===== src/rtl/regwr_arbiter_pkg.sv =====
// Shared defaults, requester ids and small helpers for the register-file
// write-back arbiter.
package regwr_pkg;

   localparam int unsigned DATA_W_DEF   = 64;
   localparam int unsigned ADDR_W_DEF   = 5;
   localparam int unsigned ZERO_REG_DEF = 31;
   localparam int unsigned WRCNT_W      = 16;

   // Requester ids: ALU write-back and load write-back.
   typedef enum logic {
      REQ_ALU  = 1'b0,
      REQ_LOAD = 1'b1
   } req_id_e;

   // The id that receives priority after a transfer from the given one.
   function automatic req_id_e other_id(input req_id_e id);
      return (id == REQ_ALU) ? REQ_LOAD : REQ_ALU;
   endfunction

endpackage


===== src/rtl/regwr_arbiter_if.sv =====
// Requester handshake and register-file write bus of the write-back arbiter.
interface regwr_arbiter_if
   import regwr_pkg::*;
#(
   parameter int unsigned DATA_W = DATA_W_DEF,
   parameter int unsigned ADDR_W = ADDR_W_DEF
);
   logic               Hold;
   logic               V0;
   logic [ADDR_W-1:0]  RW0;
   logic [DATA_W-1:0]  BusW0;
   logic               Rdy0;
   logic               V1;
   logic [ADDR_W-1:0]  RW1;
   logic [DATA_W-1:0]  BusW1;
   logic               Rdy1;
   logic               RegWr;
   logic [ADDR_W-1:0]  RW;
   logic [DATA_W-1:0]  BusW;
   logic               GntId;
   logic [WRCNT_W-1:0] WrCount;

   // Requester / environment side.
   modport master (
      output Hold, V0, RW0, BusW0, V1, RW1, BusW1,
      input  Rdy0, Rdy1, RegWr, RW, BusW, GntId, WrCount
   );

   // Arbiter side.
   modport slave (
      input  Hold, V0, RW0, BusW0, V1, RW1, BusW1,
      output Rdy0, Rdy1, RegWr, RW, BusW, GntId, WrCount
   );
endinterface


===== src/rtl/regwr_arbiter_rr_arb2.sv =====
// Two-way round-robin grant with its priority pointer. Grants are
// combinational and suppressed while hold or reset is asserted.
module rr_arb2
   import regwr_pkg::*;
(
   input  logic clk,
   input  logic rst,
   input  logic hold,
   input  logic req0,
   input  logic req1,
   output logic gnt0,
   output logic gnt1
);

   req_id_e prio_q;
   req_id_e prio_d;

   // Grant selection: a lone requester wins, a conflict goes to the pointer.
   always_comb begin
      gnt0 = 1'b0;
      gnt1 = 1'b0;
      if (!rst && !hold) begin
         if (req0 && req1) begin
            gnt0 = (prio_q == REQ_ALU);
            gnt1 = (prio_q == REQ_LOAD);
         end else begin
            gnt0 = req0;
            gnt1 = req1;
         end
      end
   end

   // Pointer moves to the other requester after any grant, holds otherwise.
   always_comb begin
      prio_d = prio_q;
      if (gnt0) begin
         prio_d = other_id(REQ_ALU);
      end else if (gnt1) begin
         prio_d = other_id(REQ_LOAD);
      end
   end

   // Priority pointer register.
   always_ff @(posedge clk or posedge rst) begin
      if (rst) begin
         prio_q <= REQ_ALU;
      end else begin
         prio_q <= prio_d;
      end
   end

endmodule


===== src/rtl/regwr_arbiter.sv =====
// Register-file write-back arbiter: merges ALU and load write-back streams
// into one registered write port; writes to the zero register are accepted
// and discarded.
module regwr_arbiter
   import regwr_pkg::*;
#(
   parameter int unsigned DATA_W   = DATA_W_DEF,
   parameter int unsigned ADDR_W   = ADDR_W_DEF,
   parameter int unsigned ZERO_REG = ZERO_REG_DEF
)(
   input  logic           Clk,
   input  logic           Reset,
   regwr_arbiter_if.slave bus
);

   logic               gnt0;
   logic               gnt1;
   logic               xfer;
   logic [ADDR_W-1:0]  sel_rw;
   logic [DATA_W-1:0]  sel_busw;

   logic               regwr_q,    regwr_d;
   logic [ADDR_W-1:0]  rw_q,       rw_d;
   logic [DATA_W-1:0]  busw_q,     busw_d;
   logic               gnt_id_q,   gnt_id_d;
   logic [WRCNT_W-1:0] wr_count_q, wr_count_d;

   rr_arb2 u_arb (
      .clk  (Clk),
      .rst  (Reset),
      .hold (bus.Hold),
      .req0 (bus.V0),
      .req1 (bus.V1),
      .gnt0 (gnt0),
      .gnt1 (gnt1)
   );

   // Next-state of the write port from the winning requester.
   always_comb begin
      xfer       = gnt0 | gnt1;
      sel_rw     = gnt1 ? bus.RW1   : bus.RW0;
      sel_busw   = gnt1 ? bus.BusW1 : bus.BusW0;
      regwr_d    = xfer && (sel_rw != ADDR_W'(ZERO_REG));
      rw_d       = regwr_d ? sel_rw   : rw_q;
      busw_d     = regwr_d ? sel_busw : busw_q;
      gnt_id_d   = xfer ? gnt1 : gnt_id_q;
      // Count moves together with RegWr so it already includes the write on the port.
      wr_count_d = wr_count_q + WRCNT_W'(regwr_d);
   end

   // Output registers; reset also discards a write accepted but not yet driven.
   always_ff @(posedge Clk or posedge Reset) begin
      if (Reset) begin
         regwr_q    <= 1'b0;
         rw_q       <= '0;
         busw_q     <= '0;
         gnt_id_q   <= 1'b0;
         wr_count_q <= '0;
      end else begin
         regwr_q    <= regwr_d;
         rw_q       <= rw_d;
         busw_q     <= busw_d;
         gnt_id_q   <= gnt_id_d;
         wr_count_q <= wr_count_d;
      end
   end

   assign bus.Rdy0    = gnt0;
   assign bus.Rdy1    = gnt1;
   assign bus.RegWr   = regwr_q;
   assign bus.RW      = rw_q;
   assign bus.BusW    = busw_q;
   assign bus.GntId   = gnt_id_q;
   assign bus.WrCount = wr_count_q;

endmodule

===== src/flat_wrapper.sv =====
// flat-port wrapper written by rule: the top's interface ports become plain ports
module regwr_arbiter_flat import regwr_pkg::*;
#(
   parameter int unsigned DATA_W   = DATA_W_DEF,
   parameter int unsigned ADDR_W   = ADDR_W_DEF,
   parameter int unsigned ZERO_REG = ZERO_REG_DEF
)
  (Clk, Reset, bus_Hold, bus_V0, bus_RW0, bus_BusW0, bus_V1, bus_RW1, bus_BusW1, bus_Rdy0, bus_Rdy1, bus_RegWr, bus_RW, bus_BusW, bus_GntId, bus_WrCount);
  regwr_arbiter_if #(.DATA_W(DATA_W), .ADDR_W(ADDR_W)) bus_i ();
  input  logic Clk;
  input  logic Reset;
  input wire logic [$bits(bus_i.Hold)-1:0] bus_Hold;
  input wire logic [$bits(bus_i.V0)-1:0] bus_V0;
  input wire logic [$bits(bus_i.RW0)-1:0] bus_RW0;
  input wire logic [$bits(bus_i.BusW0)-1:0] bus_BusW0;
  input wire logic [$bits(bus_i.V1)-1:0] bus_V1;
  input wire logic [$bits(bus_i.RW1)-1:0] bus_RW1;
  input wire logic [$bits(bus_i.BusW1)-1:0] bus_BusW1;
  output wire logic [$bits(bus_i.Rdy0)-1:0] bus_Rdy0;
  output wire logic [$bits(bus_i.Rdy1)-1:0] bus_Rdy1;
  output wire logic [$bits(bus_i.RegWr)-1:0] bus_RegWr;
  output wire logic [$bits(bus_i.RW)-1:0] bus_RW;
  output wire logic [$bits(bus_i.BusW)-1:0] bus_BusW;
  output wire logic [$bits(bus_i.GntId)-1:0] bus_GntId;
  output wire logic [$bits(bus_i.WrCount)-1:0] bus_WrCount;
  assign bus_i.Hold = bus_Hold;
  assign bus_i.V0 = bus_V0;
  assign bus_i.RW0 = bus_RW0;
  assign bus_i.BusW0 = bus_BusW0;
  assign bus_i.V1 = bus_V1;
  assign bus_i.RW1 = bus_RW1;
  assign bus_i.BusW1 = bus_BusW1;
  assign bus_Rdy0 = bus_i.Rdy0;
  assign bus_Rdy1 = bus_i.Rdy1;
  assign bus_RegWr = bus_i.RegWr;
  assign bus_RW = bus_i.RW;
  assign bus_BusW = bus_i.BusW;
  assign bus_GntId = bus_i.GntId;
  assign bus_WrCount = bus_i.WrCount;
  regwr_arbiter #(.DATA_W(DATA_W), .ADDR_W(ADDR_W), .ZERO_REG(ZERO_REG)) u_core (.Clk(Clk), .Reset(Reset), .bus(bus_i));
endmodule

===== config.mk =====
export PLATFORM = sky130hd
export DESIGN_NAME = regwr_arbiter_flat
export DESIGN_NICKNAME = d
export VERILOG_FILES = /design/src/rtl/regwr_arbiter_pkg.sv /design/src/rtl/regwr_arbiter_if.sv /design/src/rtl/regwr_arbiter_rr_arb2.sv /design/src/rtl/regwr_arbiter.sv /design/src/flat_wrapper.sv
export SDC_FILE = /design/constraint.sdc
export NUM_CORES = 1
export LEC_CHECK = 0
export CELL_PAD_IN_SITES_DETAIL_PLACEMENT = 2
export CELL_PAD_IN_SITES_GLOBAL_PLACEMENT = 2
export CORE_MARGIN = 8
export CORE_UTILIZATION = 22
export CTS_CLUSTER_SIZE = 28
export DETAILED_ROUTE_END_ITERATION = 10
export PLACE_DENSITY = 0.85
export SLEW_MARGIN = 30
export SYNTH_ARGS = -nofsm -noshare
export SYNTH_HDL_FRONTEND = slang
export SYNTH_SLANG_ARGS = --single-unit

===== constraint.sdc =====
create_clock -name Clk -period 2.76 [get_ports Clk]
set_input_delay 0.276 -clock Clk [delete_from_list [all_inputs] [get_ports Clk]]
set_output_delay 0.276 -clock Clk [all_outputs]
set_load 0.1 [all_outputs]

Word level (Yosys, flattened, before mapping):

Index checks and enable logic that the tools add are counted.

* register bits after elaboration: 88
* input port bits: 143
* output and inout bits: 89
* logic and storage cells: 24

* add/sub/neg operators: 1
* eq/ne operators: 1
* muxes and demuxes: 8
* bitwise operators: 2
* reduce and logical (&&, ||, !) cells: 6

Operators by type and width (count)
* 64-bit two-way mux: 1
* 16-bit by 1-bit adder with 16-bit output: 1
* 1-bit two-way mux: 6
* 5-bit two-way mux: 1
* 5-bit != test, second input constant: 1
* 1-bit logical AND: 3
* 1-bit logical NOT: 2
* 2-bit nonzero test: 1
* 1-bit inverter: 1
* 1-bit OR: 1

Longest topological paths before layout:

Gate-level depths: netlist of run 1.

* word-level depth: 7
* mapped depth: 12
* gate-level depth less buffers: 10

Modules after synthesis:

Synthesis of run 1 repeated with hierarchy kept, for this count alone.

* cells, all modules: 378
* area total of the unflattened synthesis: 4090.2 um^2

By module, submodules not included
* regwr_arbiter: instances 1, cells an instance 370, area an instance 4018.9 um^2, sequential area each 2177.1 um^2
* rr_arb2: instances 1, cells an instance 8, area an instance 71.3 um^2, sequential area each 25.0 um^2

Worst setup path after synthesis of run 1:

No wires, ideal clock.

* path kind: reg-to-reg
* start: register u_core.u_arb.prio_q
* end: register u_core.wr_count_q[10], in the netlist u_core.bus.WrCount[10]
* library setup time: 158 ps
* arrival: 2611 ps
* data required time: 2602 ps
* path slack: -9 ps
* cell stages (with the launch flop): 12
* path buffers: 2
* period minus slack after synthesis: 2769 ps
* cells stage by stage: dfrtp_1 inv_2 a2111oi_4 buf_2 buf_2 a31oi_1 ha_1 ha_1 nand3_1 nor2_1 nand4_1 xnor2_1

* word-level cells in the longest chain between the ends: 6
* elaborated cells between the ends (all ways): 10
* those cells by class: 1 x add/sub; 1 x eq/ne; 5 x mux; 2 x bitwise; 1 x reduce/logical

Ends and longest elaborated chain
* from (decl): line regwr_arbiter_rr_arb2.sv:15 `req_id_e prio_q;`
* from (signal assigned): line regwr_arbiter_rr_arb2.sv:48 `prio_q <= prio_d;`
* 1-bit two-way mux (*): line regwr_arbiter_rr_arb2.sv:23 `if (req0 && req1) begin`
* 1-bit two-way mux (*): line regwr_arbiter_rr_arb2.sv:22 `if (!rst && !hold) begin`
* named net bus_Rdy1: line flat_wrapper.sv:20 `output wire logic [$bits(bus_i.Rdy1)-1:0] bus_Rdy1;`
* 5-bit two-way mux: line regwr_arbiter.sv:41 `sel_rw = gnt1 ? bus.RW1 : bus.RW0;`
* 5-bit != test: line regwr_arbiter.sv:43 `regwr_d = xfer && (sel_rw != ADDR_W'(ZERO_REG));`
* 1-bit logical AND (*): line regwr_arbiter.sv:43
* named net u_core.regwr_d: line regwr_arbiter.sv:22 `logic regwr_q, regwr_d;`
* 16-bit by 1-bit adder with 16-bit output (*): line regwr_arbiter.sv:48 `wr_count_d = wr_count_q + WRCNT_W'(regwr_d);`
* named net u_core.wr_count_d[10]: line regwr_arbiter.sv:26 `logic [WRCNT_W-1:0] wr_count_q, wr_count_d;`
* to (signal assigned): line regwr_arbiter.sv:64 `wr_count_q <= wr_count_d;`
* to (decl): line regwr_arbiter.sv:26

Mark *: on every way through the listed nets, which the timed path passes. The rest lies on a longest branch.
A chain may end at the register's enable or synchronous reset.

Worst setup path after layout of run 1:

* start: register u_core.u_arb.prio_q
* end: register u_core.wr_count_q[10], in the netlist u_core.bus.WrCount[10]

* word-level cells in the longest chain between the ends: 6
* elaborated cells between the ends (all ways): 10
* those cells by class: 1 x add/sub; 1 x eq/ne; 5 x mux; 2 x bitwise; 1 x reduce/logical

Ends and longest elaborated chain (line)
* 1-bit two-way mux or 1-bit inverter (tied branches): regwr_arbiter_rr_arb2.sv:23, regwr_arbiter_rr_arb2.sv:24
* 1-bit two-way mux (on tied branches): regwr_arbiter_rr_arb2.sv:22, regwr_arbiter_rr_arb2.sv:23
* 5-bit two-way mux or 1-bit two-way mux (tied branches): regwr_arbiter.sv:41, regwr_arbiter_rr_arb2.sv:22
* 5-bit != test or 1-bit OR (tied branches): regwr_arbiter.sv:43, regwr_arbiter.sv:40
* 1-bit logical AND (*): regwr_arbiter.sv:43
* named net u_core.regwr_d: regwr_arbiter.sv:22
* 16-bit by 1-bit adder with 16-bit output (*): regwr_arbiter.sv:48
* named net u_core.wr_count_d[10]: regwr_arbiter.sv:26

Marked as above.

==> results.sh, run 1 <==
export IMPL_hp_class="in2async"
export IMPL_synth_top_family_by_area="compound AO/OA/AOI/OAI gates"
export IMPL_ys_flop_type="dfrtp_1"
export IMPL_port_buffers=231
export IMPL_setup_viol=0
export IMPL_r2r_start="u_core.u_arb.prio_q"
export IMPL_path_common_cell="ha_1"
export IMPL_gp_congestion=0.768
export IMPL_insertion_delay_ps=350
export IMPL_wire_per_inst_um=20.6
export IMPL_drt_iter0_drc=149
export IMPL_worstMarginPinSlew_ps=946
export IMPL_cp_arrival_ps=2860
export IMPL_clk_pin_slew_worst_paths_ps=80
export IMPL_worstSetupPathType="reg2reg"
export IMPL_status="complete, no violations"
export IMPL_drc=0
export IMPL_yosys_cell_count_top_type="dfrtp_1"
export IMPL_peakVddDrop_v=0.000306
export IMPL_path_delay_family="compound AO/OA/AOI/OAI gates"
export IMPL_numCtsBuffers=9
export IMPL_crit_required_ps=3020
export IMPL_end_kind="flip-flop"
export IMPL_drive_gt1_share_pct=18.8
export IMPL_htreeDepth=3
export IMPL_setup_ws_ps=156
export IMPL_dieArea_um2=26000
export IMPL_p_total_uw=6020
export IMPL_ant_nets=0
export IMPL_ys_warn_count=0
export IMPL_grt_pass1_vias=5771
export IMPL_routed_via_density=4.82
export IMPL_netlist_area_um2=4630
export IMPL_place_ws_ps=-217
export IMPL_start_util_pct=22.3
export IMPL_synth_ff_latch_count=88
export IMPL_period_share_pct=94.3
export IMPL_wl_um=21200
export IMPL_synth_area_leaders="dfrtp_1 (48%), a221oi_1 (11%), nor3_1 (7.1%), a21oi_1 (6.9%), inv_1 (6.1%)"
export IMPL_slew_headroom_pct=36.9
export IMPL_ios=232
export IMPL_fin_skew_ps=8.67
export IMPL_syn2layout_area_growth_pct=60.6
export IMPL_synthCells=530
export IMPL_fmax_mhz=384
export IMPL_synthAdderAreaFrac_pct=0.540
export IMPL_synth_edf_count=0
export IMPL_hold_viol=0
export IMPL_cp_cell_sequence="inv_2 -> a2111oi_4 -> o311ai_4 -> a31oi_1 -> ha_1 -> ha_1 -> nand3_1 -> nor2_1 -> nand4_1 -> xnor2_1"
export IMPL_chipWidth_um=161
export IMPL_max_stage_delay_ps=430
export IMPL_hpwl_um=15700
export IMPL_seq_area_frac_synth_pct=47.5
export IMPL_multiInputGateArea_um2=2000
export IMPL_drv_cap=0
export IMPL_holdBufCountCts=0
export IMPL_seqCellArea_um2=2200
export IMPL_yosys_area_top_type="dfrtp_1"
export IMPL_fillers=2355
export IMPL_drtPass1Iterations=4
export IMPL_power_density_nw_per_um2=809
export IMPL_core_area_um2=20800
export IMPL_worst_r2r_endpoint="u_core.bus.WrCount[10]"
export IMPL_synth_compound_area_share_pct=23.6
export IMPL_fin_tns_setup_ps=0
export IMPL_cts_tree="done"
export IMPL_antenna_found_initial=1
export IMPL_chipHeight_um=161
export IMPL_report_final_slew_viol_count=0
export IMPL_post_cts_buffers=0
export IMPL_synthMuxAreaShare_pct=0.216
export IMPL_reg2reg_setup_slack_ps=160
export IMPL_yosys_area_top_type_share_pct=47.5
export IMPL_fin_crit_ps=2600
export IMPL_crit_start="u_core.u_arb.prio_q"
export IMPL_reg2reg_depth=10
export IMPL_grt_setup_unrepaired="false"
export IMPL_clock_tree_buffer_depth=2
export IMPL_grt_pass1_wl_um=33400
export IMPL_via_count=4969
export IMPL_row_count=53
export IMPL_timing_critical_path_buf_inv=1
export IMPL_clock_sinks=88
export IMPL_crit_fanout=4
export IMPL_critical_path_slowest_cell="a2111oi_4"
export IMPL_async_flop_share_pct=100
export IMPL_grt_overflow=0
export IMPL_start_kind="flip-flop"
export IMPL_grt_usage_pct=16.2
export IMPL_yosys_top_cells_count="dfrtp_1 (88), inv_1 (75), nor2_1 (73)"
export IMPL_clock_root_buffer="clkbuf_16"
export IMPL_power_leakage_uw=0.00335
export IMPL_synth_xor_area_share_pct=2.65
export IMPL_fin_nets=894
export IMPL_grt_max_degree=69
export IMPL_avgSynthCellArea_um2=8.74
export IMPL_yosys_area_share_simple_pct=15.7
export IMPL_synth_fp_nets=675
export IMPL_synthDistinctLibCells=30
==> what timing repair did <==
item	4_1_cts	5_1_grt
endpoints found under the hold margin	0	0
setup endpoints to repair	0	2
gates resized for setup	0	1
==> report_power, final <==
part	internal, µW	switching (µW)	total (µW)
logic	720	2330	3050
registers	1530	174	1710
clock network	641	619	1260
total	2890	3130	6020
==> cell type report <==
cell class | instances | area share (%)
inverters | 76 | 3.87
well taps | 275 | 4.62
clock inverters | 7 | 0.925
diodes | 1 | 0.0336
flip-flops and latches | 88 | 29.6
repair buffers | 250 | 31.0
multi-input cells | 324 | 26.9
clock buffers | 9 | 3.03
==> per-layer routing <==
metal / routed length, µm / GRT usage [%] / vias up
met5: 0 / 0 / -
met4: 403 / 4.71 / 0
met3: 1760 / 6.49 / 21
met2: 10300 / 26.9 / 169
met1: 8760 / 18.9 / 2458
li1: - / - / 2321
==> worst max path at each step <==
stage          cells after the start  slack (ps)                      to
2_1_floorplan                     12         110  u_core.bus.WrCount[12]
3_3_place_gp                      11         -40  u_core.bus.WrCount[12]
3_5_place_dp                      11        -220  u_core.bus.WrCount[14]
4_1_cts                           10         110  u_core.bus.WrCount[14]
5_1_grt                           10          30  u_core.bus.WrCount[10]
6_report                          10         160  u_core.bus.WrCount[10]
==> metrics by stage <==
| step | area, µm² | instances | hold slack, ps | utilization, % |
|---|---|---|---|---|
| after floorplan | 4640 | 530 | 399 | - |
| after global placement | 7140 | 1013 | 465 | 34.3 |
| after detailed placement | 7140 | 1013 | 480 | 34.3 |
| after CTS | 7430 | 1029 | 335 | 35.7 |
| after global routing | 7440 | 1030 | 347 | 35.7 |
| final | 7440 | 1030 | 336 | 35.7 |
==> sequential cells by signal, indices dropped and copies added (netlist names) <==
| name | count |
|---|---|
| u_core.bus.BusW | 64 |
| u_core.bus.GntId | 1 |
| u_core.bus.RW | 5 |
| u_core.bus.RegWr | 1 |
| u_core.bus.WrCount | 16 |
| u_core.u_arb.prio_q | 1 |
==> cells by family (layout without fill, tap and decap cells) <==
logic type                 count (synthesis)  after routing
and+or+nand+nor                          163            163
DFF                                       88             88
buffers and inverters                    118            342
muxes                                      1              1
xor gates and xnor gates                  14             14
AOI/OAI and AO/OA                        144            144
adders and majority gates                  2              2
other                                      0              1
==> placed cells by master (no fill, tap or decap), drive strengths merged <==
master	count
clkdlybuf4s50	142
ha	2
o21ai	4
xor2	5
nand4	5
o2111a	1
clkbuf	9
mux2i	1
buf	108
a31oi	1
inv	81
a21o	1
a221oi	69
and3	1
o2111ai	1
xnor2	9
nand2	9
a2111oi	1
a21oi	64
diode	1
or2	1
a21boi	1
nand3	7
and4	1
dfrtp	88
nor2	73
clkinv	2
o311ai	1
nor3	66
(Power assumes the default switching activity.)
==> inputs of run 2 (changes only) <==
HOLD_SLACK_MARGIN = 0.06   (was unset)
==> results of run 2 <==
The final DEF is identical to that of run 1; final timing and power are the same.
